### config.mk
export PLATFORM = sky130hd
export DESIGN_NAME = mux16_rr_arbiter
export DESIGN_NICKNAME = d
export VERILOG_FILES = /design/src/rtl/mux16_arb_pkg.sv /design/src/rtl/Mux16to1_8bit.sv /design/src/rtl/rr_pick16.sv /design/src/rtl/mux16_rr_arbiter.sv
export SDC_FILE = /design/constraint.sdc
export NUM_CORES = 1
export LEC_CHECK = 0
export CELL_PAD_IN_SITES_DETAIL_PLACEMENT = 1
export CELL_PAD_IN_SITES_GLOBAL_PLACEMENT = 1
export CORE_AREA = 4 4 107 109
export CTS_CLUSTER_DIAMETER = 100
export DETAILED_ROUTE_END_ITERATION = 6
export DIE_AREA = 0 0 111 113
export GPL_ROUTABILITY_DRIVEN = 0
export PLACE_DENSITY = 0.88
export SLEW_MARGIN = 15
export SYNTH_ARGS = -nofsm -noshare
export SYNTH_HDL_FRONTEND = slang
export SYNTH_SLANG_ARGS = --single-unit
export TNS_END_PERCENT = 5
### constraint.sdc
create_clock -name clk -period 5.6 [get_ports clk]
set_clock_uncertainty 0.2 [all_clocks]
set_input_delay 1.12 -clock clk [delete_from_list [all_inputs] [get_ports clk]]
set_output_delay 1.12 -clock clk [all_outputs]
set_load 0.05 [all_outputs]
### src/rtl/mux16_arb_pkg.sv
// Shared types and sizes for the 16-slot round-robin mux arbiter.
// Imported by rr_pick16 and mux16_rr_arbiter.
package mux16_arb_pkg;

    localparam int NSLOT = 16;
    localparam int SELW  = 4;

    typedef enum logic {
        IDLE  = 1'b0,
        GRANT = 1'b1
    } arb_state_t;

endpackage

### src/rtl/Mux16to1_8bit.sv
// Shared 16:1 byte mux: slot i occupies data_in[8*i+7:8*i].
module Mux16to1_8bit (
    input  logic [127:0] data_in,
    input  logic [3:0]   sel,
    output logic [7:0]   data_out
);

    always_comb begin
        data_out = data_in[{sel, 3'b000} +: 8];
    end

endmodule

### src/rtl/rr_pick16.sv
// Round-robin winner search over 16 requests starting at ptr, wrapping 15->0.
// Rotates so ptr lands at bit 0, takes the lowest set bit, then rotates back.
module rr_pick16
    import mux16_arb_pkg::*;
(
    input  logic [NSLOT-1:0] req,
    input  logic [SELW-1:0]  ptr,
    output logic             found,
    output logic [SELW-1:0]  idx
);

    logic [NSLOT-1:0] rot;
    logic [SELW-1:0]  off;

    always_comb begin
        rot = '0;
        for (int i = 0; i < NSLOT; i++) begin
            rot[i] = req[ptr + SELW'(i)];
        end
    end

    // Scanning downward leaves the smallest offset, i.e. the slot nearest ptr.
    always_comb begin
        found = 1'b0;
        off   = '0;
        for (int i = NSLOT - 1; i >= 0; i--) begin
            if (rot[i]) begin
                found = 1'b1;
                off   = SELW'(i);
            end
        end
    end

    assign idx = ptr + off;

endmodule

### src/rtl/mux16_rr_arbiter.sv
// Round-robin arbiter/sequencer in front of Mux16to1_8bit with a valid/ready output.
// Optional grant-revoke timeout under backpressure: define MUX16_ARB_TIMEOUT_EN.
module mux16_rr_arbiter
    import mux16_arb_pkg::*;
#(
    parameter int WIDTH   = 8,
    parameter int TIMEOUT = 15
) (
    input  logic                   clk,
    input  logic                   rst,
    input  logic [NSLOT-1:0]       req,
    input  logic [NSLOT*WIDTH-1:0] data_in,
    input  logic                   out_ready,
    output logic                   out_valid,
    output logic [WIDTH-1:0]       out_data,
    output logic [SELW-1:0]        select,
    output logic [NSLOT-1:0]       ack,
    output logic                   busy
`ifdef MUX16_ARB_TIMEOUT_EN
    ,
    output logic                   timeout_err
`endif
);

    if (WIDTH != 8) begin : g_bad_width
        $error("mux16_rr_arbiter: WIDTH must be 8 to match Mux16to1_8bit");
    end
    if (TIMEOUT < 1 || TIMEOUT > 255) begin : g_bad_timeout
        $error("mux16_rr_arbiter: TIMEOUT must be in 1..255");
    end

    arb_state_t      state_q, state_d;
    logic [SELW-1:0] ptr_q, ptr_d;
    logic [SELW-1:0] select_q, select_d;
    logic            pickFound;
    logic [SELW-1:0] pickIdx;

`ifdef MUX16_ARB_TIMEOUT_EN
    localparam logic [7:0] TIMEOUT_LIM = 8'(TIMEOUT);
    logic [7:0] stall_q, stall_d;
`endif

    rr_pick16 u_pick (
        .req   (req),
        .ptr   (ptr_q),
        .found (pickFound),
        .idx   (pickIdx)
    );

    // The mux select is the registered grantee so the datapath never glitches mid-grant.
    Mux16to1_8bit u_mux (
        .data_in  (data_in),
        .sel      (select_q),
        .data_out (out_data)
    );

    assign select = select_q;

    always_ff @(posedge clk or posedge rst) begin
        if (rst) begin
            state_q  <= IDLE;
            ptr_q    <= '0;
            select_q <= '0;
        end else begin
            state_q  <= state_d;
            ptr_q    <= ptr_d;
            select_q <= select_d;
        end
    end

`ifdef MUX16_ARB_TIMEOUT_EN
    always_ff @(posedge clk or posedge rst) begin
        if (rst) begin
            stall_q <= '0;
        end else begin
            stall_q <= stall_d;
        end
    end
`endif

    // Arbitration only happens in IDLE; a GRANT always returns through IDLE,
    // which gives the one-cycle bubble after every transfer.
    always_comb begin
        state_d   = state_q;
        ptr_d     = ptr_q;
        select_d  = select_q;
        out_valid = 1'b0;
        ack       = '0;
        busy      = 1'b0;
`ifdef MUX16_ARB_TIMEOUT_EN
        stall_d     = stall_q;
        timeout_err = 1'b0;
`endif

        case (state_q)
            IDLE: begin
                if (pickFound) begin
                    select_d = pickIdx;
                    state_d  = GRANT;
`ifdef MUX16_ARB_TIMEOUT_EN
                    stall_d  = '0;
`endif
                end
            end

            GRANT: begin
                busy      = 1'b1;
                out_valid = req[select_q];
                if (!req[select_q]) begin
                    state_d = IDLE;
                end else if (out_ready) begin
                    ack[select_q] = 1'b1;
                    ptr_d         = select_q + SELW'(1);
                    state_d       = IDLE;
                end
`ifdef MUX16_ARB_TIMEOUT_EN
                else begin
                    stall_d = stall_q + 8'd1;
                    if (stall_d == TIMEOUT_LIM) begin
                        ptr_d       = select_q + SELW'(1);
                        state_d     = IDLE;
                        timeout_err = 1'b1;
                    end
                end
`endif
            end

            default: begin
                state_d = IDLE;
            end
        endcase
    end

endmodule

After elaboration in Yosys (flattened, before gate mapping):

Cells that the tools add are included.

* register bits after elaboration: 9
* logic and storage cells: 120
* bits of input ports: 147

* $lt $le $gt $ge: 18
* bitwise operators: 1
* shifts and indexed selects: 1
* reduce and logical (&&, ||, !) cells: 3
* add/sub/neg operators: 17
* muxes and demuxes: 77

Operators with widths (number)
* $shiftx A128 B8 Y8: 1
* $lt A4 B5 Y1 const B: 17
* $bmux W1 S4: 17
* $mux W4: 16
* $mux W16: 3
* $mux W1: 39
* $add A4 B4 Y4 const B: 8
* $add A4 B3 Y4 const B: 4
* $add A4 B1 Y4 const B: 2
* $add A4 B2 Y4 const B: 2
* $add A4 B4 Y4: 1
* $demux W1 S4: 1
* $ge A4 B1 Y1 const B: 1
* $reduce_and A3 Y1: 1
* $pmux W1 S2: 1
* $reduce_and A2 Y1: 1
* $logic_and A1 B1 Y1: 1
* $not A1 Y1: 1

Logic depth before layout (Yosys ltp):

Gate-level depths: netlist (run 1).

* depth after elaboration: 21
* mapped depth: 19

Modules after synthesis:

Synthesis (run 1) repeated with hierarchy kept, for this count alone.

* cell total of the unflattened synthesis: 279
* area, all modules: 3179.3 um^2

Modules (own cells, without submodules)
* rr_pick16: area an instance 1357.6 um^2, cells an instance 118, seq. area each 0.0 um^2, times used 1
* Mux16to1_8bit: area an instance 1033.5 um^2, cells an instance 70, seq. area each 0.0 um^2, times used 1
* mux16_rr_arbiter: area an instance 788.3 um^2, cells an instance 91, seq. area each 225.2 um^2, times used 1

Least setup slack after synthesis (run 1):

OpenSTA, ideal clock, no wires.

* path type: reg-to-output
* start: reg select_q[0] (netlist: select[0])
* end: out ack[2]
* arrival time: 3.330 ns
* slack: 0.950 ns
* cell stages (with the launch flop): 8
* required time: 4.280 ns
* cell sequence: dfrtp_1 > buf_1 > mux4_2 > mux4_2 > and3_1 > clkbuf_1 > nand2_1 > nor3_1

* cells in the longest elaborated chain, start to end: 7
* elaborated cells between the ends (all ways): 10

Ends and longest elaborated chain
* start: declaration: line mux16_rr_arbiter.sv:34 `logic [SELW-1:0] select_q, select_d;`
* start signal: assignment: line mux16_rr_arbiter.sv:67 `select_q <= select_d;`
* $lt A4 B5 Y1 (implied by the code) / $ge A4 B1 Y1 (equally long branches): line mux16_rr_arbiter.sv:112 `ack[select_q] = 1'b1;`
* $logic_and A1 B1 Y1 (implied by the code): line mux16_rr_arbiter.sv:112
* $mux W1 (implied by the code): line mux16_rr_arbiter.sv:112
* $demux W1 S4: line mux16_rr_arbiter.sv:112
* $mux W16: line mux16_rr_arbiter.sv:111 `end else if (out_ready) begin`
* $mux W16 *: line mux16_rr_arbiter.sv:109 `if (!req[select_q]) begin`
* $mux W16 *: line mux16_rr_arbiter.sv:95 `case (state_q)`
* end: declaration: line mux16_rr_arbiter.sv:17 `output logic [NSLOT-1:0] ack,`

Every way passes the cells marked *; elsewhere a longest branch is shown, timed or not. The select of a mux whose other input is x is not followed.

Final worst setup path (run 1):

* start: in req[12]
* end: out ack[2]

* cells in the longest elaborated chain, start to end: 4

Ends and longest elaborated chain
* start: declaration: line mux16_rr_arbiter.sv:11 `input logic [NSLOT-1:0] req,`
* $bmux W1 S4: line mux16_rr_arbiter.sv:109
* $mux W1 (implied by the code): line mux16_rr_arbiter.sv:109
* $mux W16: line mux16_rr_arbiter.sv:109
* $mux W16: line mux16_rr_arbiter.sv:95

No other way between the ends. The select of a mux whose other input is x is not followed.

==> flow_metrics.env, run 1 <==
export IMPL_synthFlopType="dfrtp_1"
export IMPL_multi_input_area_um2=2590
export IMPL_vdd_ir_drop_max_uv=217
export IMPL_design_power_total_w=0.00302
export IMPL_crit_path_end_kind="output pin"
export IMPL_portBuffers=176
export IMPL_seqCellArea_um2=228
export IMPL_p_leak_nw=1.81
export IMPL_drt_wl_total_um=11700
export IMPL_cp_arrival_ps=3980
export IMPL_syn_num_nets=404
export IMPL_synth_seq_cells=9
export IMPL_core_rowCount=38
export IMPL_cpMaxStageDelayCell="clkdlybuf4s50_1"
export IMPL_ys_top_cells_by_count="58 x mux4_2, 20 x nor2_1, 15 x inv_1"
export IMPL_post_drt_via_cell_ratio=5.40
export IMPL_ctsHoldBuffers=0
export IMPL_grt_max_degree=40
export IMPL_setup_tns_ps=0
export IMPL_maxCapViolations=0
export IMPL_cts_root_buf="clkbuf_8"
export IMPL_rsz0062_at_grt="no"
export IMPL_vias=2952
export IMPL_post_drt_wl_per_cell_um=21.4
export IMPL_synthCells=242
export IMPL_ys_types=42
export IMPL_synth_edf_count=0
export IMPL_die_h_um=113
export IMPL_status="finished clean"
export IMPL_initial_core_util=0.279
export IMPL_period_share=0.947
export IMPL_cts_made_buffers=3
export IMPL_postRouteAntennaNets=0
export IMPL_timing_final_max_slew_violations=0
export IMPL_drive_above_1_share=0.211
export IMPL_place_hpwl_um=10200
export IMPL_worst_pin_slew_ps=845
export IMPL_drt_pass1_iter_count=5
export IMPL_synthArstFlopShare=1.00
export IMPL_cts_clk_slew_worst_paths_ps=40
export IMPL_clock_sinks=9
export IMPL_critPathMaxFanout=12
export IMPL_cts_buffer_depth=2
export IMPL_grt_pass1_vias=3311
export IMPL_grt_usage=0.178
export IMPL_synth_warnings=0
export IMPL_clk_latency_ps=230
export IMPL_hold_viol=0
export IMPL_crit_path_max_incr_delay_ps=730
export IMPL_grt_busiest_layer="met2"
export IMPL_cts_resized=0
export IMPL_synth_top_area_cell="mux4_2"
export IMPL_syn_to_final_growth_pct=65.3
export IMPL_antenna_found_initial=0
export IMPL_power_density_nw_per_um2=618
export IMPL_n_antenna_cell=0
export IMPL_syn_cell_area_um2=2960
export IMPL_slew_headroom=0.437
export IMPL_grt_util_met3=0.0246
export IMPL_crit_type="primary input to output pin"
export IMPL_finalNetCount=570
export IMPL_grt_pass1_wl_um=17800
export IMPL_cts_htree_levels=1
export IMPL_cts_tree="built"
export IMPL_gr_usage_met1=0.181
export IMPL_setup_violations_final=0
export IMPL_drt_iter0_markers=124
export IMPL_fp_coreArea_um2=10600
export IMPL_pin_count=177
export IMPL_synth_top_area_share=0.441
export IMPL_dieArea_um2=12500
export IMPL_critical_path_required_ps=4280
export IMPL_yosysSeqAreaShare=0.0761
export IMPL_drcViolationCount=0
export IMPL_grtUsageMet2=0.372
export IMPL_postCtsSetupBuffers=0
export IMPL_synth_area_leaders="mux4_2 44%, mux4_1 8.9%, dfrtp_1 7.6%"
export IMPL_start_kind="primary input"
export IMPL_cp_cell_sequence="clkdlybuf4s50_1, mux4_2, mux4_2, and3_1, nand2_1, nor3_1, clkdlybuf4s50_1"
export IMPL_fin_crit_ps=5300
export IMPL_grt_overflow=0
export IMPL_max_freq_mhz=189
export IMPL_fill_cells=1106
export IMPL_min_path_type="flop to flop"
export IMPL_yosysMostFrequentCell="mux4_2"
export IMPL_avgSynthCellArea_um2=12.2
export IMPL_die_width_um=111
## cells in the final DEF, fill, tap and decap left out, types with 2 or more instances in the layout
master | netlist | layout
a21oi_1 | 7 | 7
and2_1 | 3 | 3
buf_4 | 0 | 4
clkbuf_8 | 0 | 3
clkdlybuf4s50_1 | 0 | 176
dfrtp_1 | 9 | 7
dfrtp_2 | 0 | 2
ha_1 | 14 | 14
inv_1 | 15 | 15
mux2_1 | 3 | 3
mux2_2 | 13 | 13
mux2i_1 | 11 | 11
mux4_1 | 10 | 10
mux4_2 | 58 | 58
nand2_1 | 12 | 12
nand2b_1 | 2 | 2
nand3_1 | 2 | 2
nor2_1 | 20 | 20
nor3_1 | 5 | 5
o21ai_0 | 6 | 6
or2_2 | 2 | 2
xnor2_1 | 6 | 6
xor2_1 | 6 | 6
## per-layer routing
| metal | vias up | share of wire |
|---|---|---|
| met5 | - | 0 |
| met4 | 0 | 0.027 |
| met3 | 20 | 0.056 |
| met2 | 126 | 0.58 |
| met1 | 1483 | 0.34 |
| li1 | 1323 | - |
## power breakdown
part	switching, W	internal, W
sequential	0.000128	0.000102
clock	0.0000240	0.0000495
combinational	0.00142	0.00130
total	0.00157	0.00145
## logic make-up (layout without fill, tap and decap cells)
family,Yosys count,after routing,synth area share
fa+ha+maj,15,15,0.0660
buf+inv,34,199,0.0469
compound gates,25,25,0.0647
flops,9,9,0.0761
simple gates,52,52,0.0825
mux,95,95,0.628
xor+xnor,12,12,0.0355
## critical path: cells and delay by family
kind | cells | cell delay, ps
buffers and inverters | 2 | 1220
multiplexers | 2 | 1020
AND/OR/NAND/NOR | 3 | 600
## area by class of cell
cell class / instances / share of cell area
Multi-Input combinational cell: 199 / 0.531
Timing Repair Buffer: 180 / 0.366
Sequential cell: 9 / 0.0466
Tap cell: 140 / 0.0358
Inverter: 15 / 0.0115
Clock buffer: 4 / 0.00921
## final timing paths
kind                                      start               endpoint  slack (ps)  cells past startpoint
max in group asynchronous                   rst  select[1]$_DFFE_PP0P_        3970                      2
setup / recovery                        req[12]                 ack[2]         300                      7
min in group asynchronous                   rst   ptr_q[1]$_DFFE_PP0P_         960                      2
hold / removal                state_q$_DFF_PP0_  select[3]$_DFFE_PP0P_         530                      3
hold reg to reg               state_q$_DFF_PP0_  select[3]$_DFFE_PP0P_         530                      3
setup reg to reg           ptr_q[1]$_DFFE_PP0P_  select[3]$_DFFE_PP0P_         840                     16
## state kept, by name, summed over array words and instances (netlist names)
signal,cells
state_q,1
select,4
ptr_q,4
## per-stage QoR
stage	area, um2	hold WS [ps]	std cells	worst slack [ps]	util
floorplan	2960	528	242	950	-
global placement	4850	482	543	396	0.457
detailed placement	4850	531	543	329	0.457
CTS	4890	539	547	322	0.461
global route	4890	592	547	244	0.461
finish	4890	527	547	296	0.461
Note: power is estimated with default switching activity, not from simulation.
==> inputs of run 2 (changes only) <==
==> constraint.sdc (replaced) <==
create_clock -name clk -period 5.6 [get_ports clk]
set_clock_uncertainty 0.2 [all_clocks]
set_input_delay 0.84 -clock clk [delete_from_list [all_inputs] [get_ports clk]]
set_output_delay 0.84 -clock clk [all_outputs]
set_load 0.05 [all_outputs]
==> flow_metrics.env, run 2 (synthesis results as in run 1) <==
export IMPL_status="finished clean"
export IMPL_critPathMaxFanout=18
export IMPL_p_int_w=0.00145
export IMPL_clk_latency_ps=240
export IMPL_cts_resized=0
export IMPL_fp_coreArea_um2=10600
export IMPL_dp_cells=543
export IMPL_final_cell_area_um2=4890
export IMPL_r2r_start="ptr_q[1]$_DFFE_PP0P_"
export IMPL_start_kind="flop"
export IMPL_grt_pass1_vias=3409
export IMPL_whs_endpoint="select[3]$_DFFE_PP0P_"
export IMPL_cts_root_buf="clkbuf_8"
export IMPL_drive_above_1_share=0.211
export IMPL_crit_path_max_incr_delay_ps=840
export IMPL_postCtsSetupBuffers=0
export IMPL_clock_sinks=9
export IMPL_finalNetCount=570
export IMPL_rrSetupSlack_ps=880
export IMPL_post_drt_via_cell_ratio=5.43
export IMPL_layout_common_cells="176 x clkdlybuf4s50_1, 58 x mux4_2, 20 x nor2_1"
export IMPL_vdd_ir_drop_max_uv=216
export IMPL_dpl_cell_area_um2=4850
export IMPL_cts_buffer_depth=2
export IMPL_grt_max_degree=38
export IMPL_drt_pass1_iter_count=4
export IMPL_grt_usage=0.176
export IMPL_n_antenna_cell=0
export IMPL_portBuffers=176
export IMPL_initial_core_util=0.279
export IMPL_fin_crit_ps=4720
export IMPL_crit_path_end_kind="flop"
export IMPL_antenna_found_initial=0
export IMPL_dp_slack_ps=853
export IMPL_crit_type="flop to flop"
export IMPL_pin_count=177
export IMPL_layout_commonest_cell="clkdlybuf4s50_1"
export IMPL_setup_violations_final=0
export IMPL_ctsHoldBuffers=0
export IMPL_p_sw_w=0.00157
export IMPL_postRouteAntennaNets=0
export IMPL_drcViolationCount=0
export IMPL_max_freq_mhz=212
export IMPL_power_density_nw_per_um2=618
export IMPL_cp_cell_sequence="inv_1, ha_1, mux4_1, mux4_2, a211oi_1, o31ai_1, a21oi_1, o21ai_0, ha_1, fa_1, xor2_1, mux2_1"
export IMPL_post_drt_wl_per_cell_um=20.9
export IMPL_min_path_type="flop to flop"
export IMPL_cts_htree_levels=1
export IMPL_rsz0062_at_grt="no"
export IMPL_power_frac_seq=0.084
export IMPL_critical_path_required_ps=5520
export IMPL_core_rowCount=38
export IMPL_switching_share=0.519
export IMPL_r2r_cells=12
export IMPL_clock_power_share=0.025
export IMPL_cp_common_cell="ha_1"
export IMPL_instances_no_fill=547
export IMPL_dieArea_um2=12500
export IMPL_hold_viol=0
export IMPL_grt_pass1_wl_um=17800
export IMPL_postLayoutSetupSlackWorst_ps=880
export IMPL_slew_headroom=0.474
export IMPL_cts_clk_slew_worst_paths_ps=50
export IMPL_place_hpwl_um=9870
export IMPL_cts_made_buffers=3
export IMPL_drt_iter0_markers=94
export IMPL_worstReg2RegEnd="select[2]$_DFFE_PP0P_"
export IMPL_die_h_um=113
export IMPL_period_share=0.843
export IMPL_worstHoldStart="state_q$_DFF_PP0_"
export IMPL_maxCapViolations=0
export IMPL_hold_depth=3
export IMPL_setup_tns_ps=0
export IMPL_cpMaxStageDelayCell="dfrtp_1"
export IMPL_syn_to_final_growth_pct=65.3
export IMPL_pwr_share_comb=0.891
export IMPL_p_leak_nw=1.81
export IMPL_die_width_um=111
export IMPL_cts_tree="built"
export IMPL_worst_pin_slew_ps=790
export IMPL_vias=2970
export IMPL_cp_arrival_ps=4640
export IMPL_timing_final_max_slew_violations=0
export IMPL_drt_wl_total_um=11400
export IMPL_grt_overflow=0
[run 2: cell counts in the layout (fill, tap and decap cells not counted)]
Identical to the previous run, type by type.
[run 2: worst max path at each step]
| stage | startpoint | endpoint | slack (ps) | cells after the start |
|---|---|---|---|---|
| floorplan | select[0]$_DFFE_PP0P_ | ack[2] | 1230 | 7 |
| detailed placement | ptr_q[1]$_DFFE_PP0P_ | select[2]$_DFFE_PP0P_ | 850 | 12 |
| global placement | req[15] | ack[3] | 950 | 7 |
| finish | ptr_q[1]$_DFFE_PP0P_ | select[2]$_DFFE_PP0P_ | 880 | 12 |
| global route | ptr_q[1]$_DFFE_PP0P_ | select[3]$_DFFE_PP0P_ | 560 | 15 |
| CTS | ptr_q[1]$_DFFE_PP0P_ | select[2]$_DFFE_PP0P_ | 850 | 12 |
[run 2: routing by layer]
layer | GRT usage | share of wire | vias up
met1 | 0.182 | 0.34 | 1492
met4 | 0.0517 | 0.027 | 0
met5 | 0 | 0 | -
met2 | 0.358 | 0.57 | 129
met3 | 0.0310 | 0.066 | 24
li1 | - | - | 1325
[run 2: worst max-delay path: cells and delay by family (launching register included)]
| family | cells | cell delay (ps) |
|---|---|---|
| compound gates | 4 | 670 |
| fa+ha+maj | 3 | 1170 |
| mux | 3 | 1270 |
| xor+xnor | 1 | 180 |
| buf+inv | 1 | 260 |
| flops | 1 | 840 |
[run 2: cell type report]
cell class / instances / area, um2
tap: 140 / 175
clock buffer: 4 / 45.0
sequential: 9 / 228
inverter: 15 / 56.3
multi-input combinational: 199 / 2590
timing repair buffer: 180 / 1790
fill: 1116 / 5710
[run 2: power by group through the flow]
stage	clock [W]	sequential (W)	combinational [W]
final	0.0000754	0.000255	0.00269
after global routing	0.0000789	0.000273	0.00289
after CTS	0.0000762	0.000259	0.00271
after detailed placement	0	0.000260	0.00269
after global placement	0	0.000258	0.00261
after floorplan	0	0.000210	0.00203
[run 2: per-stage QoR]
stage	hold slack [ps]	total power, W	util
after floorplan	468	0.00224	-
after global placement	487	0.00287	0.457
after detailed placement	481	0.00295	0.457
after CTS	507	0.00304	0.461
after global routing	570	0.00324	0.461
final	500	0.00302	0.461
